**config.mk**
```make
export PLATFORM = sky130hd
export DESIGN_NAME = piradip_axis_sample_buffer_seq
export DESIGN_NICKNAME = d
export VERILOG_FILES = /design/src/rtl/piradip_axis_sample_buffer_seq_pkg.sv /design/src/rtl/piradip_sample_buffer_skid_fifo.sv /design/src/rtl/piradip_axis_sample_buffer_seq.sv
export SDC_FILE = /design/constraint.sdc
export NUM_CORES = 1
export LEC_CHECK = 0
export CORE_ASPECT_RATIO = 1.2
export CORE_MARGIN = 5
export CORE_UTILIZATION = 44
export CTS_CLUSTER_DIAMETER = 120
export DETAILED_ROUTE_END_ITERATION = 12
export PLACE_DENSITY_LB_ADDON = 0.25
export SETUP_SLACK_MARGIN = 0.05
export SYNTH_ARGS = -nofsm -noshare
export SYNTH_HDL_FRONTEND = slang
export SYNTH_SLANG_ARGS = --single-unit
```
**constraint.sdc**
```tcl
create_clock -name aclk -period 6.5 [get_ports aclk]
set_clock_uncertainty 0.05 [all_clocks]
set_input_delay 0.975 -clock aclk [delete_from_list [all_inputs] [get_ports aclk]]
set_output_delay 0.975 -clock aclk [all_outputs]
set_load 0.01 [all_outputs]
```
**src/rtl/piradip_axis_sample_buffer_seq_pkg.sv**
```systemverilog
// Shared types for the sample buffer playback sequencer.
// Sequencer state encoding and read-latency limits.
package piradip_sample_buffer;

  typedef enum logic [1:0] {
    SEQ_IDLE,
    SEQ_RUN,
    SEQ_DRAIN
  } seq_state_t;

  localparam int SEQ_MAX_READ_LATENCY = 4;

endpackage

```
**src/rtl/piradip_sample_buffer_skid_fifo.sv**
```systemverilog
// Small skid FIFO absorbing sample-RAM read latency.
// Ports: i_clk/i_rst_n, write side i_wr_en/i_wr_data,
// AXIS-style read side o_valid/i_ready/o_data, occupancy o_count.
module piradip_sample_buffer_skid_fifo #(
  parameter int DEPTH = 2,
  parameter int WIDTH = 129,
  localparam int CW = $clog2(DEPTH + 1),
  localparam int AW = (DEPTH > 1) ? $clog2(DEPTH) : 1
) (
  input  logic             i_clk,
  input  logic             i_rst_n,
  input  logic             i_wr_en,
  input  logic [WIDTH-1:0] i_wr_data,
  output logic             o_valid,
  input  logic             i_ready,
  output logic [WIDTH-1:0] o_data,
  output logic [CW-1:0]    o_count
);

  logic [WIDTH-1:0] r_mem [DEPTH];
  logic [AW-1:0]    r_wr_ptr;
  logic [AW-1:0]    r_rd_ptr;
  logic [CW-1:0]    r_count;
  logic             w_pop;

  function automatic logic [AW-1:0] ptr_inc(
    input logic [AW-1:0] p
  );
    return (p == AW'(DEPTH - 1)) ? '0 : p + 1'b1;
  endfunction

  assign w_pop   = o_valid && i_ready;
  assign o_valid = (r_count != '0);
  assign o_data  = r_mem[r_rd_ptr];
  assign o_count = r_count;

  // Head entry is never overwritten: the writer
  // only targets free slots (credit-limited upstream).
  always_ff @(posedge i_clk) begin
    if (i_wr_en) r_mem[r_wr_ptr] <= i_wr_data;
  end

  always_ff @(posedge i_clk or negedge i_rst_n) begin
    if (!i_rst_n) begin
      r_wr_ptr <= '0;
      r_rd_ptr <= '0;
      r_count  <= '0;
    end else begin
      if (i_wr_en) r_wr_ptr <= ptr_inc(r_wr_ptr);
      if (w_pop)   r_rd_ptr <= ptr_inc(r_rd_ptr);
      r_count <= r_count + CW'(i_wr_en) - CW'(w_pop);
    end
  end

endmodule

```
**src/rtl/piradip_axis_sample_buffer_seq.sv**
```systemverilog
// Stream-side playback sequencer: RAM address generation,
// latency skid FIFO, AXIS manager output, stopped status.
module piradip_axis_sample_buffer_seq
  import piradip_sample_buffer::*;
#(
  parameter int STREAM_OFFSET_WIDTH = 5,
  parameter int DATA_WIDTH          = 128,
  parameter int READ_LATENCY        = 1
) (
  input  logic                           aclk,
  input  logic                           aresetn,
  input  logic                           cfg_update,
  input  logic                           cfg_active,
  input  logic                           cfg_one_shot,
  input  logic [STREAM_OFFSET_WIDTH-1:0] cfg_start_offset,
  input  logic [STREAM_OFFSET_WIDTH-1:0] cfg_end_offset,
  output logic                           stopped,
  output logic                           mem_rden,
  output logic [STREAM_OFFSET_WIDTH-1:0] mem_addr,
  input  logic [DATA_WIDTH-1:0]          mem_rdata,
  output logic                           m_tvalid,
  input  logic                           m_tready,
  output logic [DATA_WIDTH-1:0]          m_tdata,
  output logic                           m_tlast
);

  localparam int W     = STREAM_OFFSET_WIDTH;
  localparam int RL    = READ_LATENCY;
  localparam int DEPTH = RL + 1;
  localparam int CW    = $clog2(DEPTH + 1);

  seq_state_t    r_state;
  logic [W-1:0]  r_addr;
  logic [W-1:0]  r_end;
  logic          r_one_shot;
  logic          r_pending;
  logic [RL-1:0] r_tag_vld;
  logic [RL-1:0] r_tag_last;
  logic [CW-1:0] r_inflight;

  logic [CW-1:0]   w_occ;
  logic [CW:0]     w_used;
  logic            w_credit;
  logic            w_issue;
  logic            w_start_req;
  logic            w_stop_req;
  logic            w_at_end;
  logic            w_pop;
  logic            w_wr;
  logic [DATA_WIDTH:0] w_fifo_out;

  assign w_start_req = cfg_update && cfg_active;
  assign w_stop_req  = cfg_update && !cfg_active;
  assign w_at_end    = (r_addr == r_end);
  assign w_pop       = m_tvalid && m_tready;
  assign w_wr        = r_tag_vld[RL-1];

  // A beat leaving this cycle frees its slot now,
  // which keeps one sample/cycle at depth RL+1.
  assign w_used   = (CW+1)'(r_inflight) + (CW+1)'(w_occ)
                  - (CW+1)'(w_pop);
  assign w_credit = (w_used < (CW+1)'(DEPTH));
  assign w_issue  = (r_state == SEQ_RUN) && !w_stop_req
                  && w_credit;

  assign stopped  = (r_state == SEQ_IDLE);
  assign mem_rden = w_issue;
  assign mem_addr = r_addr;
  assign m_tlast  = w_fifo_out[DATA_WIDTH];
  assign m_tdata  = w_fifo_out[DATA_WIDTH-1:0];

  // Read tags travel alongside the RAM pipeline.
  always_ff @(posedge aclk or negedge aresetn) begin
    if (!aresetn) begin
      r_tag_vld  <= '0;
      r_tag_last <= '0;
      r_inflight <= '0;
    end else begin
      r_tag_vld[0]  <= w_issue;
      r_tag_last[0] <= w_at_end;
      for (int i = 1; i < RL; i++) begin
        r_tag_vld[i]  <= r_tag_vld[i-1];
        r_tag_last[i] <= r_tag_last[i-1];
      end
      r_inflight <= r_inflight + CW'(w_issue) - CW'(w_wr);
    end
  end

  always_ff @(posedge aclk or negedge aresetn) begin
    if (!aresetn) begin
      r_state    <= SEQ_IDLE;
      r_addr     <= '0;
      r_end      <= '0;
      r_one_shot <= 1'b0;
      r_pending  <= 1'b0;
    end else begin
      unique case (r_state)
        SEQ_IDLE: begin
          if (w_start_req || r_pending) begin
            r_addr     <= cfg_start_offset;
            r_end      <= cfg_end_offset;
            r_one_shot <= cfg_one_shot;
            r_pending  <= 1'b0;
            r_state    <= SEQ_RUN;
          end
        end
        SEQ_RUN: begin
          if (w_stop_req) begin
            r_state <= SEQ_DRAIN;
          end else begin
            // Mode change lands at the next window end.
            if (w_start_req) r_one_shot <= cfg_one_shot;
            if (w_issue) begin
              if (!w_at_end) begin
                r_addr <= r_addr + 1'b1;
              end else if (r_one_shot) begin
                r_state <= SEQ_DRAIN;
              end else begin
                r_addr <= cfg_start_offset;
              end
            end
          end
        end
        SEQ_DRAIN: begin
          if (w_start_req)     r_pending <= 1'b1;
          else if (w_stop_req) r_pending <= 1'b0;
          if (r_inflight == '0 && w_occ == '0)
            r_state <= SEQ_IDLE;
        end
        default: r_state <= SEQ_IDLE;
      endcase
    end
  end

  piradip_sample_buffer_skid_fifo #(
    .DEPTH (DEPTH),
    .WIDTH (DATA_WIDTH + 1)
  ) u_fifo (
    .i_clk     (aclk),
    .i_rst_n   (aresetn),
    .i_wr_en   (w_wr),
    .i_wr_data ({r_tag_last[RL-1], mem_rdata}),
    .o_valid   (m_tvalid),
    .i_ready   (m_tready),
    .o_data    (w_fifo_out),
    .o_count   (w_occ)
  );

endmodule
```
==> impl_metrics.yaml <==
synthesis:
  ys_async_sr_fraction_pct: 7.86
  synth.avg_cell_area_um2: 20.6
  synth-main-ff-cell: "edfxtp_1"
  syn_area_mm2: 0.0105
  ys_types: 42
  synth_edf_count: 258
  syn_inst: 508
  synth-seq-cells: 280
  synth_warnings: 0
  synth_fp_nets: 659
  yosysSeqAreaShare_pct: 79.2
min_path:
  min-delay-path-class: "flop to flop"
route:
  drtAntennaViolNets: 0
  wl_per_cell_um: 19.6
  vias_per_cell: 4.88
  drtPass1Iterations: 4
  drc_errors: 0
  dr_total_vias: 5579
  drt_iter0_drc: 219
  routed_wl_um: 22400
timing:
  rsz0062_at_grt: "false"
  hold_ws_ns: 0.396
  setup_viol: 0
  clock.fmax_mhz: 226
  hold_violations: 0
  finalCritPeriodShare_pct: 68.0
  setup-tns-final_ns: 0
  relSlewSlack_pct: 20.5
  tightest_slew_ns: 1.19
  timing.final.crit_period_ns: 4.42
  drv_slew: 0
critical_path:
  crit_fanout: 4
  crit_end: "mem_rden"
  cp-end-kind: "primary output"
  cp-startpoint: "m_tready"
  cp_cell_sequence: "clkdlybuf4s50_1, and2_1, ha_1, inv_1, nand2_1, fa_1, xor2_1, and4_4, clkdlybuf4s50_1"
  path_buf_inv: 3
  critPathLaunchType: "primary input"
  path_common_cell: "clkdlybuf4s50_1"
  cp_num_cells: 9
  r2r-end: "mem_addr[2]"
  critPathMaxStageDelay_ns: 0.56
  critical_path_required_ns: 5.47
  worstSetupPathType: "primary input to primary output"
  r2r-start: "u_fifo.o_count[0]"
  crit_family: "buffers and inverters"
  crit_slowest_cell: "clkdlybuf4s50_1"
  r2r_slack_ns: 3.64
  cp.arrival_ns: 3.40
  r2r_cells: 12
floorplanning:
  dieArea_mm2: 0.0270
  core_area_mm2: 0.0234
  die_width_um: 151
  row_count: 61
  start_util_pct: 44.9
  fp.dieH_um: 179
  io_pins: 281
clocking:
  clock_path_buffers: 3
  htree_levels: 1
  clk_latency_ns: 0.52
  cts_made_buffers: 28
  tritoncts: "yes"
  cts_root_buffer: "clkbuf_16"
  cts_setup_buffers: 0
  post_cts_resized: 0
  hold_buffers: 0
  cts.sinks: 280
  clkTransAtPathRegs_ns: 0.06
cells_and_area:
  drive_gt1_share_pct: 23.3
  stdcell_count: 1143
  post-route-util_pct: 62.5
  num_antenna_cells: 0
  fillers: 1708
  final_nets: 959
  areaGrowthSynthToFinish_pct: 39.3
grt:
  grt_first_pass_wirelength_um: 33900
  first_global_vias: 6256
  antenna_found_initial: 0
  overflow: 0
  grt_max_degree: 85
  grt_use_total_pct: 16.0
placement:
  dpl.cell_count: 1093
  portBuffers: 280
  dp_hpwl_um: 15300
  place_congestion: 0.786
run_status:
  status: "finished, final reports clean"
power:
  cellPowerDensity_mw_per_mm2: 431
  vdd_drop_max_mv: 0.250
  finalPower_w: 0.00629
  power_leakage_nw: 4.99
job:
  maxCapViolations: 0
[area by class of cell]
class	count	area [µm²]	share of cell area, %
Timing Repair Buffer	285	2840	19.5
Sequential cell	280	8300	56.9
Clock buffer	33	741	5.07
Tap cell	315	394	2.70
Inverter	10	37.5	0.257
Clock inverter	17	206	1.41
Multi-Input combinational cell	203	2080	14.2
[cell usage in the layout, fill, tap and decap left out, drive strengths merged, types with 4 or more instances in the layout]
cell type and n:
nor2 4, nand2 9, bufinv 5, clkinv 11
mux2 135, ha 6, a21oi 4, mux2i 4
inv 10, clkdlybuf4s50 280, dfrtp 22, buf 5
clkbuf 33, edfxtp 258, xnor2 9
[synth_stat cells, drive strengths merged, types with 2 or more instances]
cell type,n,area [µm²]
edfxtp,258,7750
mux2,135,1520
dfrtp,22,551
buf,14,72.6
inv,10,37.5
nand2,9,33.8
xnor2,9,78.8
ha,6,75.1
a21oi,4,20.0
mux2i,4,40.0
nor2,4,15.0
nand3,3,20.0
o21ai,3,30.0
xor2,3,26.3
a22oi,2,20.0
and2,2,12.5
[worst register-to-register path, delay by kind of cell, from the launching register on]
family / cells / cell delay (ns)
DFF: 1 / 0.37
and+or+nand+nor: 4 / 0.62
xor gates and xnor gates: 1 / 0.18
buffers and inverters: 2 / 0.18
AOI/OAI and AO/OA: 3 / 0.69
adders and majority gates: 2 / 0.68
[power breakdown]
group          internal, W  switching (W)  leakage [nW]  total, W
Sequential         0.00238       0.000156          2.59   0.00253
Combinational      0.00117       0.000955          1.93   0.00212
Clock              0.00101       0.000632         0.464   0.00164
Total              0.00455        0.00174          4.99   0.00629
[sequential cells by signal, summed over array words and instances, names as in the netlist]
| name | cells |
|---|---|
| r_tag_vld | 1 |
| u_fifo.r_rd_ptr | 1 |
| r_tag_last | 1 |
| r_state | 2 |
| u_fifo.o_count | 2 |
| mem_addr | 5 |
| r_pending | 1 |
| u_fifo.r_wr_ptr | 1 |
| u_fifo.r_mem | 258 |
| r_end | 5 |
| r_inflight | 2 |
| r_one_shot | 1 |
[layer usage]
metal / track usage (%) / vias to the layer above / routed length [µm] / share of wire [%]
met3: 5.03 / 38 / 2070 / 9.2
met4: 4.01 / 0 / 458 / 2.0
met2: 29.7 / 201 / 11900 / 53
met5: 0 / - / 0 / 0
li1: - / 2588 / - / -
met1: 17.8 / 2752 / 8000 / 36
[how the worst min path moves through the flow]
stage                from                    to  cells after the start  slack, ns
6_report       r_tag_last  u_fifo.r_mem[1][128]                      0       0.40
5_1_grt        r_tag_last  u_fifo.r_mem[0][128]                      0       0.43
4_1_cts        r_tag_last  u_fifo.r_mem[0][128]                      0       0.40
3_5_place_dp   r_tag_last  u_fifo.r_mem[0][128]                      0       0.38
3_3_place_gp   r_tag_last  u_fifo.r_mem[0][128]                      0       0.38
2_1_floorplan  r_tag_last  u_fifo.r_mem[0][128]                      0       0.37
[cell families (layout without fill, tap and decap cells)]
group                    after synthesis  in the layout  synth area share [%]
AO/OA/AOI/OAI                         20             20                  1.64
adder cells (fa/ha/maj)                7              7                 0.908
buffers and inverters                 25            345                  1.09
AND/OR/NAND/NOR                       25             25                  1.28
flip-flops                           280            280                  79.2
XOR/XNOR                              12             12                  1.00
multiplexers                         139            139                  14.9
[per-stage QoR]
stage	worst slack, ns	cell area, µm²
after floorplan	2.21	10500
after global placement	2.12	13600
after detailed placement	2.08	13600
after CTS	2.06	14600
after global routing	1.92	14600
final	2.08	14600
Power figures use the tool's default switching activity.
